## src/rtl/alu_rs_multi_if.sv

```systemverilog
// rtl/alu_rs_multi_if.sv - dispatch, CDB snoop and result bus of the ALU reservation station
interface alu_rs_multi_if #(
  parameter int XLEN  = 32,
  parameter int ROB_W = 4,
  parameter int OP_W  = 9,
  parameter int CDB_N = 2
);
  logic                   rdy_in;
  logic                   clear;
  logic                   disp_en;
  logic [OP_W-1:0]        disp_op;
  logic [XLEN-1:0]        disp_vj;
  logic                   disp_qj_vld;
  logic [ROB_W-1:0]       disp_qj;
  logic [XLEN-1:0]        disp_vk;
  logic                   disp_qk_vld;
  logic [ROB_W-1:0]       disp_qk;
  logic [ROB_W-1:0]       disp_rob;
  logic [CDB_N-1:0]       cdb_vld;
  logic [CDB_N*ROB_W-1:0] cdb_rob;
  logic [CDB_N*XLEN-1:0]  cdb_val;
  logic                   full;
  logic                   ready;
  logic [ROB_W-1:0]       rob_id;
  logic [XLEN-1:0]        value;

  modport master (
    output rdy_in, clear, disp_en, disp_op, disp_vj, disp_qj_vld, disp_qj,
           disp_vk, disp_qk_vld, disp_qk, disp_rob, cdb_vld, cdb_rob, cdb_val,
    input  full, ready, rob_id, value
  );

  modport slave (
    input  rdy_in, clear, disp_en, disp_op, disp_vj, disp_qj_vld, disp_qj,
           disp_vk, disp_qk_vld, disp_qk, disp_rob, cdb_vld, cdb_rob, cdb_val,
    output full, ready, rob_id, value
  );
endinterface

```

## src/rtl/alu_rs_multi.sv

```systemverilog
// rtl/alu_rs_multi.sv - multi-entry ALU reservation station with CDB wakeup and integrated ALU
// Optional ALU_RS_DISP_FWD_EN: resolve dispatched operands from a same-cycle CDB broadcast.
module alu_rs_multi #(
  parameter int RS_DEPTH = 8,
  parameter int XLEN     = 32,
  parameter int ROB_W    = 4,
  parameter int OP_W     = 9,
  parameter int CDB_N    = 2
) (
  input logic          clk_in,
  input logic          rst_n_in,
  alu_rs_multi_if.slave bus
);
  localparam int IDX_W = $clog2(RS_DEPTH);

  localparam logic [OP_W-1:0] OP_LUI  = OP_W'(1),  OP_AUIPC = OP_W'(2),  OP_JAL   = OP_W'(3);
  localparam logic [OP_W-1:0] OP_JALR = OP_W'(4),  OP_BEQ   = OP_W'(5),  OP_BNE   = OP_W'(6);
  localparam logic [OP_W-1:0] OP_BLT  = OP_W'(7),  OP_BGE   = OP_W'(8),  OP_BLTU  = OP_W'(9);
  localparam logic [OP_W-1:0] OP_BGEU = OP_W'(10), OP_ADDI  = OP_W'(11), OP_SLTI  = OP_W'(12);
  localparam logic [OP_W-1:0] OP_SLTIU = OP_W'(13), OP_XORI = OP_W'(14), OP_ORI   = OP_W'(15);
  localparam logic [OP_W-1:0] OP_ANDI = OP_W'(16), OP_SLLI  = OP_W'(17), OP_SRLI  = OP_W'(18);
  localparam logic [OP_W-1:0] OP_SRAI = OP_W'(19), OP_ADD   = OP_W'(20), OP_SUB   = OP_W'(21);
  localparam logic [OP_W-1:0] OP_SLL  = OP_W'(22), OP_SLT   = OP_W'(23), OP_SLTU  = OP_W'(24);
  localparam logic [OP_W-1:0] OP_XOR  = OP_W'(25), OP_SRL   = OP_W'(26), OP_SRA   = OP_W'(27);
  localparam logic [OP_W-1:0] OP_OR   = OP_W'(28), OP_AND   = OP_W'(29);

  logic [RS_DEPTH-1:0] busy, qj_vld, qk_vld, ent_rdy;
  logic [OP_W-1:0]     op  [RS_DEPTH];
  logic [XLEN-1:0]     vj  [RS_DEPTH];
  logic [XLEN-1:0]     vk  [RS_DEPTH];
  logic [ROB_W-1:0]    qj  [RS_DEPTH];
  logic [ROB_W-1:0]    qk  [RS_DEPTH];
  logic [ROB_W-1:0]    rob [RS_DEPTH];

  // {still_pending, value}; channels scanned high to low so the lowest matching channel wins
  function automatic logic [XLEN:0] snoop(
    input logic                   pend,
    input logic [ROB_W-1:0]       tag,
    input logic [XLEN-1:0]        val,
    input logic [CDB_N-1:0]       c_vld,
    input logic [CDB_N*ROB_W-1:0] c_rob,
    input logic [CDB_N*XLEN-1:0]  c_val
  );
    logic [XLEN:0] r;
    r = {pend, val};
    for (int c = CDB_N - 1; c >= 0; c--) begin
      if (pend && c_vld[c] && tag == c_rob[c*ROB_W +: ROB_W])
        r = {1'b0, c_val[c*XLEN +: XLEN]};
    end
    return r;
  endfunction

  function automatic logic [XLEN-1:0] alu(
    input logic [OP_W-1:0] f,
    input logic [XLEN-1:0] a,
    input logic [XLEN-1:0] b
  );
    logic [XLEN-1:0] r;
    r = '0;
    case (f)
      OP_LUI:                             r = a;
      OP_AUIPC, OP_JAL, OP_ADD, OP_ADDI:  r = a + b;
      OP_JALR:                            r = (a + b) & ~XLEN'(1);
      OP_SUB:                             r = a - b;
      OP_SLT, OP_SLTI:                    r = XLEN'($signed(a) < $signed(b));
      OP_SLTU, OP_SLTIU:                  r = XLEN'(a < b);
      OP_XOR, OP_XORI:                    r = a ^ b;
      OP_OR, OP_ORI:                      r = a | b;
      OP_AND, OP_ANDI:                    r = a & b;
      OP_SLL, OP_SLLI:                    r = a << b[4:0];
      OP_SRL, OP_SRLI:                    r = a >> b[4:0];
      OP_SRA, OP_SRAI:                    r = $signed(a) >>> b[4:0];
      OP_BEQ:                             r = {XLEN{a == b}};
      OP_BNE:                             r = {XLEN{a != b}};
      OP_BLT:                             r = {XLEN{$signed(a) < $signed(b)}};
      OP_BGE:                             r = {XLEN{$signed(a) >= $signed(b)}};
      OP_BLTU:                            r = {XLEN{a < b}};
      OP_BGEU:                            r = {XLEN{a >= b}};
      default:                            r = '0;
    endcase
    return r;
  endfunction

  assign ent_rdy  = busy & ~qj_vld & ~qk_vld;
  assign bus.full = &busy;

  logic             issue_vld, alloc_vld;
  logic [IDX_W-1:0] issue_idx, alloc_idx;

  // Both pick the lowest index; alloc looks at registered busy, so a slot freed by issue waits a cycle.
  always_comb begin
    issue_vld = 1'b0;
    issue_idx = '0;
    alloc_vld = 1'b0;
    alloc_idx = '0;
    for (int i = RS_DEPTH - 1; i >= 0; i--) begin
      if (ent_rdy[i]) begin
        issue_vld = 1'b1;
        issue_idx = i[IDX_W-1:0];
      end
      if (!busy[i]) begin
        alloc_vld = 1'b1;
        alloc_idx = i[IDX_W-1:0];
      end
    end
  end

  logic [XLEN:0] wj [RS_DEPTH];
  logic [XLEN:0] wk [RS_DEPTH];

  always_comb begin
    for (int i = 0; i < RS_DEPTH; i++) begin
      wj[i] = snoop(qj_vld[i], qj[i], vj[i], bus.cdb_vld, bus.cdb_rob, bus.cdb_val);
      wk[i] = snoop(qk_vld[i], qk[i], vk[i], bus.cdb_vld, bus.cdb_rob, bus.cdb_val);
    end
  end

  logic [XLEN:0] dj, dk;
`ifdef ALU_RS_DISP_FWD_EN
  assign dj = snoop(bus.disp_qj_vld, bus.disp_qj, bus.disp_vj, bus.cdb_vld, bus.cdb_rob, bus.cdb_val);
  assign dk = snoop(bus.disp_qk_vld, bus.disp_qk, bus.disp_vk, bus.cdb_vld, bus.cdb_rob, bus.cdb_val);
`else
  assign dj = {bus.disp_qj_vld, bus.disp_vj};
  assign dk = {bus.disp_qk_vld, bus.disp_vk};
`endif

  always_ff @(posedge clk_in) begin
    if (!rst_n_in) begin
      busy       <= '0;
      bus.ready  <= 1'b0;
      bus.rob_id <= '0;
      bus.value  <= '0;
    end else if (bus.rdy_in && bus.clear) begin
      busy      <= '0;
      bus.ready <= 1'b0;
    end else if (!bus.rdy_in) begin
      bus.ready <= 1'b0;
    end else begin
      for (int i = 0; i < RS_DEPTH; i++) begin
        if (busy[i]) begin
          qj_vld[i] <= wj[i][XLEN];
          vj[i]     <= wj[i][XLEN-1:0];
          qk_vld[i] <= wk[i][XLEN];
          vk[i]     <= wk[i][XLEN-1:0];
        end
      end
      if (issue_vld) begin
        busy[issue_idx] <= 1'b0;
        bus.ready       <= 1'b1;
        bus.rob_id      <= rob[issue_idx];
        bus.value       <= alu(op[issue_idx], vj[issue_idx], vk[issue_idx]);
      end else begin
        bus.ready <= 1'b0;
      end
      if (bus.disp_en && alloc_vld) begin
        busy[alloc_idx]   <= 1'b1;
        op[alloc_idx]     <= bus.disp_op;
        qj_vld[alloc_idx] <= dj[XLEN];
        vj[alloc_idx]     <= dj[XLEN-1:0];
        qj[alloc_idx]     <= bus.disp_qj;
        qk_vld[alloc_idx] <= dk[XLEN];
        vk[alloc_idx]     <= dk[XLEN-1:0];
        qk[alloc_idx]     <= bus.disp_qk;
        rob[alloc_idx]    <= bus.disp_rob;
      end
    end
  end
endmodule

```

## src/flat_wrapper.sv

```systemverilog
// flat-port wrapper written by rule: the top's interface ports become plain ports
module alu_rs_multi_flat 
#(
  parameter int RS_DEPTH = 8,
  parameter int XLEN     = 32,
  parameter int ROB_W    = 4,
  parameter int OP_W     = 9,
  parameter int CDB_N    = 2
)
  (clk_in, rst_n_in, bus_rdy_in, bus_clear, bus_disp_en, bus_disp_op, bus_disp_vj, bus_disp_qj_vld, bus_disp_qj, bus_disp_vk, bus_disp_qk_vld, bus_disp_qk, bus_disp_rob, bus_cdb_vld, bus_cdb_rob, bus_cdb_val, bus_full, bus_ready, bus_rob_id, bus_value);
  alu_rs_multi_if #(.XLEN(XLEN), .ROB_W(ROB_W), .OP_W(OP_W), .CDB_N(CDB_N)) bus_i ();
  input logic clk_in;
  input logic rst_n_in;
  input wire logic [$bits(bus_i.rdy_in)-1:0] bus_rdy_in;
  input wire logic [$bits(bus_i.clear)-1:0] bus_clear;
  input wire logic [$bits(bus_i.disp_en)-1:0] bus_disp_en;
  input wire logic [$bits(bus_i.disp_op)-1:0] bus_disp_op;
  input wire logic [$bits(bus_i.disp_vj)-1:0] bus_disp_vj;
  input wire logic [$bits(bus_i.disp_qj_vld)-1:0] bus_disp_qj_vld;
  input wire logic [$bits(bus_i.disp_qj)-1:0] bus_disp_qj;
  input wire logic [$bits(bus_i.disp_vk)-1:0] bus_disp_vk;
  input wire logic [$bits(bus_i.disp_qk_vld)-1:0] bus_disp_qk_vld;
  input wire logic [$bits(bus_i.disp_qk)-1:0] bus_disp_qk;
  input wire logic [$bits(bus_i.disp_rob)-1:0] bus_disp_rob;
  input wire logic [$bits(bus_i.cdb_vld)-1:0] bus_cdb_vld;
  input wire logic [$bits(bus_i.cdb_rob)-1:0] bus_cdb_rob;
  input wire logic [$bits(bus_i.cdb_val)-1:0] bus_cdb_val;
  output wire logic [$bits(bus_i.full)-1:0] bus_full;
  output wire logic [$bits(bus_i.ready)-1:0] bus_ready;
  output wire logic [$bits(bus_i.rob_id)-1:0] bus_rob_id;
  output wire logic [$bits(bus_i.value)-1:0] bus_value;
  assign bus_i.rdy_in = bus_rdy_in;
  assign bus_i.clear = bus_clear;
  assign bus_i.disp_en = bus_disp_en;
  assign bus_i.disp_op = bus_disp_op;
  assign bus_i.disp_vj = bus_disp_vj;
  assign bus_i.disp_qj_vld = bus_disp_qj_vld;
  assign bus_i.disp_qj = bus_disp_qj;
  assign bus_i.disp_vk = bus_disp_vk;
  assign bus_i.disp_qk_vld = bus_disp_qk_vld;
  assign bus_i.disp_qk = bus_disp_qk;
  assign bus_i.disp_rob = bus_disp_rob;
  assign bus_i.cdb_vld = bus_cdb_vld;
  assign bus_i.cdb_rob = bus_cdb_rob;
  assign bus_i.cdb_val = bus_cdb_val;
  assign bus_full = bus_i.full;
  assign bus_ready = bus_i.ready;
  assign bus_rob_id = bus_i.rob_id;
  assign bus_value = bus_i.value;
  alu_rs_multi #(.RS_DEPTH(RS_DEPTH), .XLEN(XLEN), .ROB_W(ROB_W), .OP_W(OP_W), .CDB_N(CDB_N)) u_core (.clk_in(clk_in), .rst_n_in(rst_n_in), .bus(bus_i));
endmodule
```

## config.mk

```make
export PLATFORM = sky130hd
export DESIGN_NAME = alu_rs_multi_flat
export DESIGN_NICKNAME = d
export VERILOG_FILES = /design/src/rtl/alu_rs_multi_if.sv /design/src/rtl/alu_rs_multi.sv /design/src/flat_wrapper.sv
export SDC_FILE = /design/constraint.sdc
export NUM_CORES = 2
export LEC_CHECK = 0
export CAP_MARGIN = 10
export CORE_MARGIN = 2
export CORE_UTILIZATION = 37
export DETAILED_ROUTE_END_ITERATION = 6
export RECOVER_POWER = 25
export SKIP_LAST_GASP = 1
export SYNTH_ARGS = -nofsm -noshare
export SYNTH_HDL_FRONTEND = slang
export SYNTH_SLANG_ARGS = --single-unit
```

## constraint.sdc

```tcl
create_clock -name clk_in -period 15.45 [get_ports clk_in]
set_clock_uncertainty 0.05 [all_clocks]
set_input_delay 1.545 -clock clk_in [delete_from_list [all_inputs] [get_ports clk_in]]
set_output_delay 1.545 -clock clk_in [all_outputs]
set_load 0.02 [all_outputs]
```

==> Yosys cells after proc, flatten, opt, wreduce, memory -nomap -nowiden <==
Memory sizes are Yosys's and may differ from the RTL's. A register that Yosys moved wholly into a read port is not among the register bits.
Cells that the tools add are included.
Widths: inputs -> output; s select.
{ "op_classes": {"addsub": 2, "magnitude_cmp": 8, "eq_ne": 79, "shift": 3, "muxes": 188, "bitwise": 13, "n_reduce_logical": 99} }
{ "ops": {"columns": ["op", "count"], "rows": [
  ["$mux 33", 32],
  ["$pmux 32 s18", 1],
  ["$eq 4x4->1", 32],
  ["$mux 1", 128],
  ["$eq 9x5->1 const B", 14],
  ["$eq 9x4->1 const B", 8],
  ["$logic_and 1x1->1", 68],
  ["$ge 32x32->1", 2],
  ["$lt 32x32->1", 2],
  ["$mux 8", 7],
  ["$mux 3", 16],
  ["$eq 9x3->1 const B", 4],
  ["$add 32x32->32", 1],
  ["$and 32x32->32", 1],
  ["$eq 32x32->1", 1],
  ["$ne 2x2->1 const B", 16],
  ["$ne 32x32->1", 1],
  ["$or 32x32->32", 1],
  ["$reduce_and 2->1", 16],
  ["$shl 32x5->32", 1],
  ["$shr 32x5->32", 1],
  ["$sshr 32x5->32", 1],
  ["$sub 32x32->32", 1],
  ["$xor 32x32->32", 1],
  ["16 further kinds", 36]
]} }
{ "word_totals": {"regBits": 57, "ramBits": 680, "memories": 6} }
{ "memory_table": {"columns": ["name", "depth", "word_bits", "read_ports", "rd_clocked_by_memory_dff", "write_ports", "line", "text"], "rows": [
  ["u_core.vj", 8, 32, 1, 0, 9, "alu_rs_multi.sv:29", "logic [XLEN-1:0] vj [RS_DEPTH];"],
  ["u_core.vk", 8, 32, 1, 0, 9, "alu_rs_multi.sv:30", "logic [XLEN-1:0] vk [RS_DEPTH];"],
  ["u_core.op", 8, 9, 1, 0, 1, "alu_rs_multi.sv:28", "logic [OP_W-1:0] op [RS_DEPTH];"],
  ["u_core.qj", 8, 4, 8, 0, 1, "alu_rs_multi.sv:31", "logic [ROB_W-1:0] qj [RS_DEPTH];"],
  ["u_core.qk", 8, 4, 8, 0, 1, "alu_rs_multi.sv:32", "logic [ROB_W-1:0] qk [RS_DEPTH];"],
  ["u_core.rob", 8, 4, 1, 1, 1, "alu_rs_multi.sv:33", "logic [ROB_W-1:0] rob [RS_DEPTH];"]
]} }

==> Logic depth before layout (Yosys ltp) <==
{ "depth": {"ltp_word": 23, "mapped_depth": 30, "ltp_nobuf": 23} }

==> Least setup slack after synthesis <==
Ideal clock, no wire load.
{ "synth_timing": {"kind": "reg-to-reg", "from": "register u_core.qj_vld[1]", "to": "register u_core.bus.value[21]", "arrival_time_ns": 6.725, "t_required_ns": 15.271, "path_slack_ns": 8.546, "stages_incl_launch_ff": 29, "synth_period_minus_slack_ns": 6.904, "path_cell_list": "edfxtp_1 > or3b_1 > nand2b_4 > a21boi_4 > nand2_4 > buf_6 > buf_6 > buf_6 > buf_6 > buf_4 > clkbuf_1 > buf_2 > buf_1 > mux2i_1 > a211oi_1 > ha_1 > clkbuf_1 > or3_1 > or3_1 > a211o_1 > o2111a_1 > o21ai_0 > a21oi_1 > mux2i_1 > o32ai_1 > a211oi_2 > clkbuf_1 > o221ai_1 > a2bb2oi_1"} }
{ "synth_via": {"elab_chain_cells": 9} }
{ "synth_lines": {"columns": ["item", "line", "text"], "rows": [
  ["start, declared", "alu_rs_multi.sv:27", "logic [RS_DEPTH-1:0] busy, qj_vld, qk_vld, ent_rdy;"],
  ["start signal, assigned by index", "alu_rs_multi.sv:141", "qj_vld[i] <= wj[i][XLEN];"],
  ["start signal, assigned by index", "alu_rs_multi.sv:158", "qj_vld[alloc_idx] <= dj[XLEN];"],
  ["$not 8->8 *", "alu_rs_multi.sv:84", "assign ent_rdy = busy & ~qj_vld & ~qk_vld;"],
  ["$and 8x8->8 * (2 in series)", "alu_rs_multi.sv:84", null],
  ["branches (longest 6 deep; another with $mem_v2 8x32)", null, null],
  ["end signal, assigned", "alu_rs_multi.sv:151", "bus.value <= alu(op[issue_idx], vj[issue_idx], vk[issue_idx]);"],
  ["end, declared", "alu_rs_multi_if.sv:36", "output full, ready, rob_id, value"]
]} }
Every way passes the cells marked *.
A chain may end at the register's enable or synchronous reset.

==> Worst setup path after layout <==
{ "layout_timing": {"from": "register u_core.busy[0]", "to": "register u_core.bus.value[18]"} }
{ "layout_via": {"elab_chain_cells": 7} }
{ "layout_lines": {"columns": ["item", "line", "text"], "rows": [
  ["start, declared", "alu_rs_multi.sv:27", null],
  ["start signal, assigned", "alu_rs_multi.sv:129", "busy <= '0;"],
  ["start signal, assigned", "alu_rs_multi.sv:134", "busy <= '0;"],
  ["start signal, assigned by index", "alu_rs_multi.sv:148", "busy[issue_idx] <= 1'b0;"],
  ["$and 8x8->8 * (2 in series)", "alu_rs_multi.sv:84", null],
  ["branches (longest 5 deep; another with $mem_v2 8x32)", null, null]
]} }
Marks and branches as above.

==> results.txt <==
Critical path's largest stage delay: 2.27 ns
Antenna viol nets, final: 0
Synthesized instance count: 5325
Worst-path clk slew: 0.06 ns
Final Util: 41.7%
Gr ovfl total: 0
Yosys top cell by area: edfxtp_1
Layout area overhead: 11.4%
Post-CTS setup buffer count: 0
Worst Tran Pin Value: 4.53 ns
Hold Crit Class: flop to flop
Synth area leaders: edfxtp_1 (41%), mux2i_1 (10%), nand2_1 (5.7%)
Mapped Area: 50800 um2
Sink Count: 741
Die W: 374 um
Synthesized flop and latch total: 741
Gpl congestion: 1.03
Total power: 4.63 mW
Setup TNS: 0 ns
Worst Path Required: 15.89 ns
DIE AREA: 140000 um2
Detailed Place HPWL: 144000 um
Port bufs: 203
TritonCTS buffer count: 89
CTS Root Cell: clkbuf_16
Fill cells: 13078
Final Cycle Share: 77.3%
Crit path arrival time: 12.38 ns
Startpoint types: flop
Top Ports: 204
Worst Path Buf+Inv: 3
Synth warn: 0
Starting Density: 37.4%
Peak supply drop: 0.0862 mV
CP max stage cell: nand2_1
H-Tree Depth: 3
Min Tclk post-route: 11.94 ns
Vias in the first global route: 44139
Setup violators final: 0
Clock latency on the worst-skew pair: 0.74 ns
Hold_ws: 0.405 ns
Max-Cap Viols: 19
Seq/Total Area, Yosys: 42.9%
Failing checks: design-rule violations, max-capacitance violations, max-slew violations
CP Class: flop to flop
Routed vias/inst: 6.73
DR DRC count: 2
Most frequent cell after synthesis: nand2_1
Via count: 47143
Ys async rst share: 0%
Post_cts resized: 0
Largest net degree at the start of global routing: 88
Total GRT Usage: 32.2%
Number of synthesized flops with an enable pin: 696
First drt pass iteration count: 7
Nets@finish: 5406
Status: finished with violations
CP endpoint kind: flop
Floorplan row count: 135
Relative slew slack: -202%
Mean Syn Cell Area: 9.54 um2
Synth Flop Type: edfxtp_1
Crit-path cells: nor3b_1, nor2_1, nand3_4, buf_4, nand2_1, buf_4, mux2i_1, a32o_1, a211oi_1, ha_1, or3_1, or3_1, a211o_1, o2111a_1, o21ai_0, a21oi_1, mux2i_1, o32ai_1, a211oi_4, buf_4, a21boi_0, a41oi_1
Area of the multi-input gates: 26200 um2
Per-cell routed wire length: 33.5 um
First-pass GRT wire length: 330000 um
Post-Syn Nets: 5592
Share of layout cells above drive strength 1: 7.71%
Power Density: 81.8 nW/um2
FF+latch area: 21800 um2
Routed WL: 235000 um
Die Y: 374 um
Initial DRC count: 7158
Final Hold Violating Endpoints: 0
Most used cell, CP: buf_4
Longest Clk Path Bufs: 3
Cts hold-fix bufs: 0
Yosys top cell area share: 41.2%
Max FO, Critical Path: 84
Crit path max-delay family: simple AND/OR/NAND/NOR gates
Leakage: 20.5 nW
Synth top cells by count: nand2_1 (768), edfxtp_1 (696), mux2i_1 (520), o21ai_0 (410), clkbuf_1 (374)
Fmax: 83.8 MHz
Initial antenna violation count: 20
Pins Over Slew Limit: 696
Distinct cells, synth: 109
RSZ-0062 raised after global routing: no
CTS tree: done
Core area: 136000 um2
# placed instances: 6829
Post-route insts no fill: 7000
[registers in the layout, summed over array words and instances, names as in the netlist]
| name | cells |
|---|---|
| u_core.bus.rob_id | 4 |
| u_core.qj | 32 |
| u_core.vk | 256 |
| u_core.rob | 32 |
| u_core.qj_vld | 8 |
| u_core.bus.ready | 1 |
| u_core.qk | 32 |
| u_core.op | 72 |
| u_core.qk_vld | 8 |
| u_core.busy | 8 |
| u_core.bus.value | 32 |
| u_core.vj | 256 |
[logic make-up after synthesis]
family                     count (synthesis)  share of synthesized area (%)
adders and majority gates                101                           2.52
xor gates and xnor gates                 132                           2.28
and+or+nand+nor                         1543                           14.1
DFF                                      741                           42.9
buffers and inverters                    742                           6.37
AOI/OAI and AO/OA                       1521                           20.9
muxes                                    545                           10.9
[placed cells by master, fill, tap and decap left out, types with 16 or more instances in the layout]
cell,count
ha_1,99
or4_1,31
xor2_1,82
a21oi_1,137
xnor2_1,50
mux2i_1,520
o21ai_0,410
mux2_2,18
nand2_1,763
dlygate4sd3_1,61
a22oi_1,152
o31ai_1,202
o22ai_1,40
edfxtp_1,696
or3_1,19
clkdlybuf4s50_1,142
o221ai_1,23
a32o_1,32
nand2b_1,17
buf_4,136
o211ai_1,20
nor3_1,73
nand4_1,29
and3_1,168
nor2_1,219
nor4_1,18
inv_1,104
clkbuf_16,90
a211oi_1,172
dfxtp_1,45
clkinv_2,17
a222oi_1,16
clkbuf_1,28
nand3_1,99
a221oi_1,45
clkinv_1,26
[cell type report]
class | instances | share of cell area [%]
inverters | 114 | 0.767
repair buffers | 351 | 5.47
well taps | 1781 | 3.94
flip-flops and latches | 741 | 38.5
clock buffers | 106 | 4.09
multi-input cells | 3842 | 46.3
diodes | 7 | 0.0310
clock inverters | 58 | 0.915
[through the flow]
stage | cell area (um2) | worst slack, ns
2_1_floorplan | 50800 | 8.55
3_3_place_gp | 53800 | 6.36
3_5_place_dp | 53800 | 6.16
4_1_cts | 56700 | 6.11
5_1_grt | 56600 | 3.22
6_report | 56600 | 3.51
[per-layer routing]
layer  vias to the layer above  GRT usage, %  part of all wire (%)
li1                      19651             -                     -
met5                         -             0                 0.040
met3                       815          8.80                    13
met2                      3632          48.9                    43
met1                     23029          42.0                    37
met4                        16          16.3                   6.1
[power by group]
group / total [mW] / leakage [nW] / switching [mW] / internal, mW
logic: 0.350 / 12.8 / 0.236 / 0.113
registers: 2.19 / 6.30 / 0.00375 / 2.18
clock network: 2.09 / 1.38 / 0.930 / 1.16
total: 4.63 / 20.5 / 1.17 / 3.46
[worst paths after layout]
kind                   startpoint              endpoint  slack (ns)  cells after the start
max                u_core.busy[0]  u_core.bus.value[18]        3.51                     22
min          u_core.bus.value[14]  u_core.bus.value[14]        0.40                      2
max reg2reg        u_core.busy[0]  u_core.bus.value[18]        3.51                     22
min reg2reg  u_core.bus.value[14]  u_core.bus.value[14]        0.40                      2
[worst reg2reg max path: stages (launching register included)]
cell and delay [ns]:
dfxtp_1 0.71, nor3b_1 0.49, nor2_1 0.24, nand3_4 0.13
buf_4 0.73, nand2_1 2.27, buf_4 1.22, mux2i_1 0.29
a32o_1 0.25, a211oi_1 1.02, ha_1 0.51, or3_1 0.41
or3_1 0.37, a211o_1 0.26, o2111a_1 0.15, o21ai_0 0.71
a21oi_1 0.23, mux2i_1 0.19, o32ai_1 0.15, a211oi_4 0.26
buf_4 0.39, a21boi_0 0.54, a41oi_1 0.20
(Power assumes the default switching activity.)
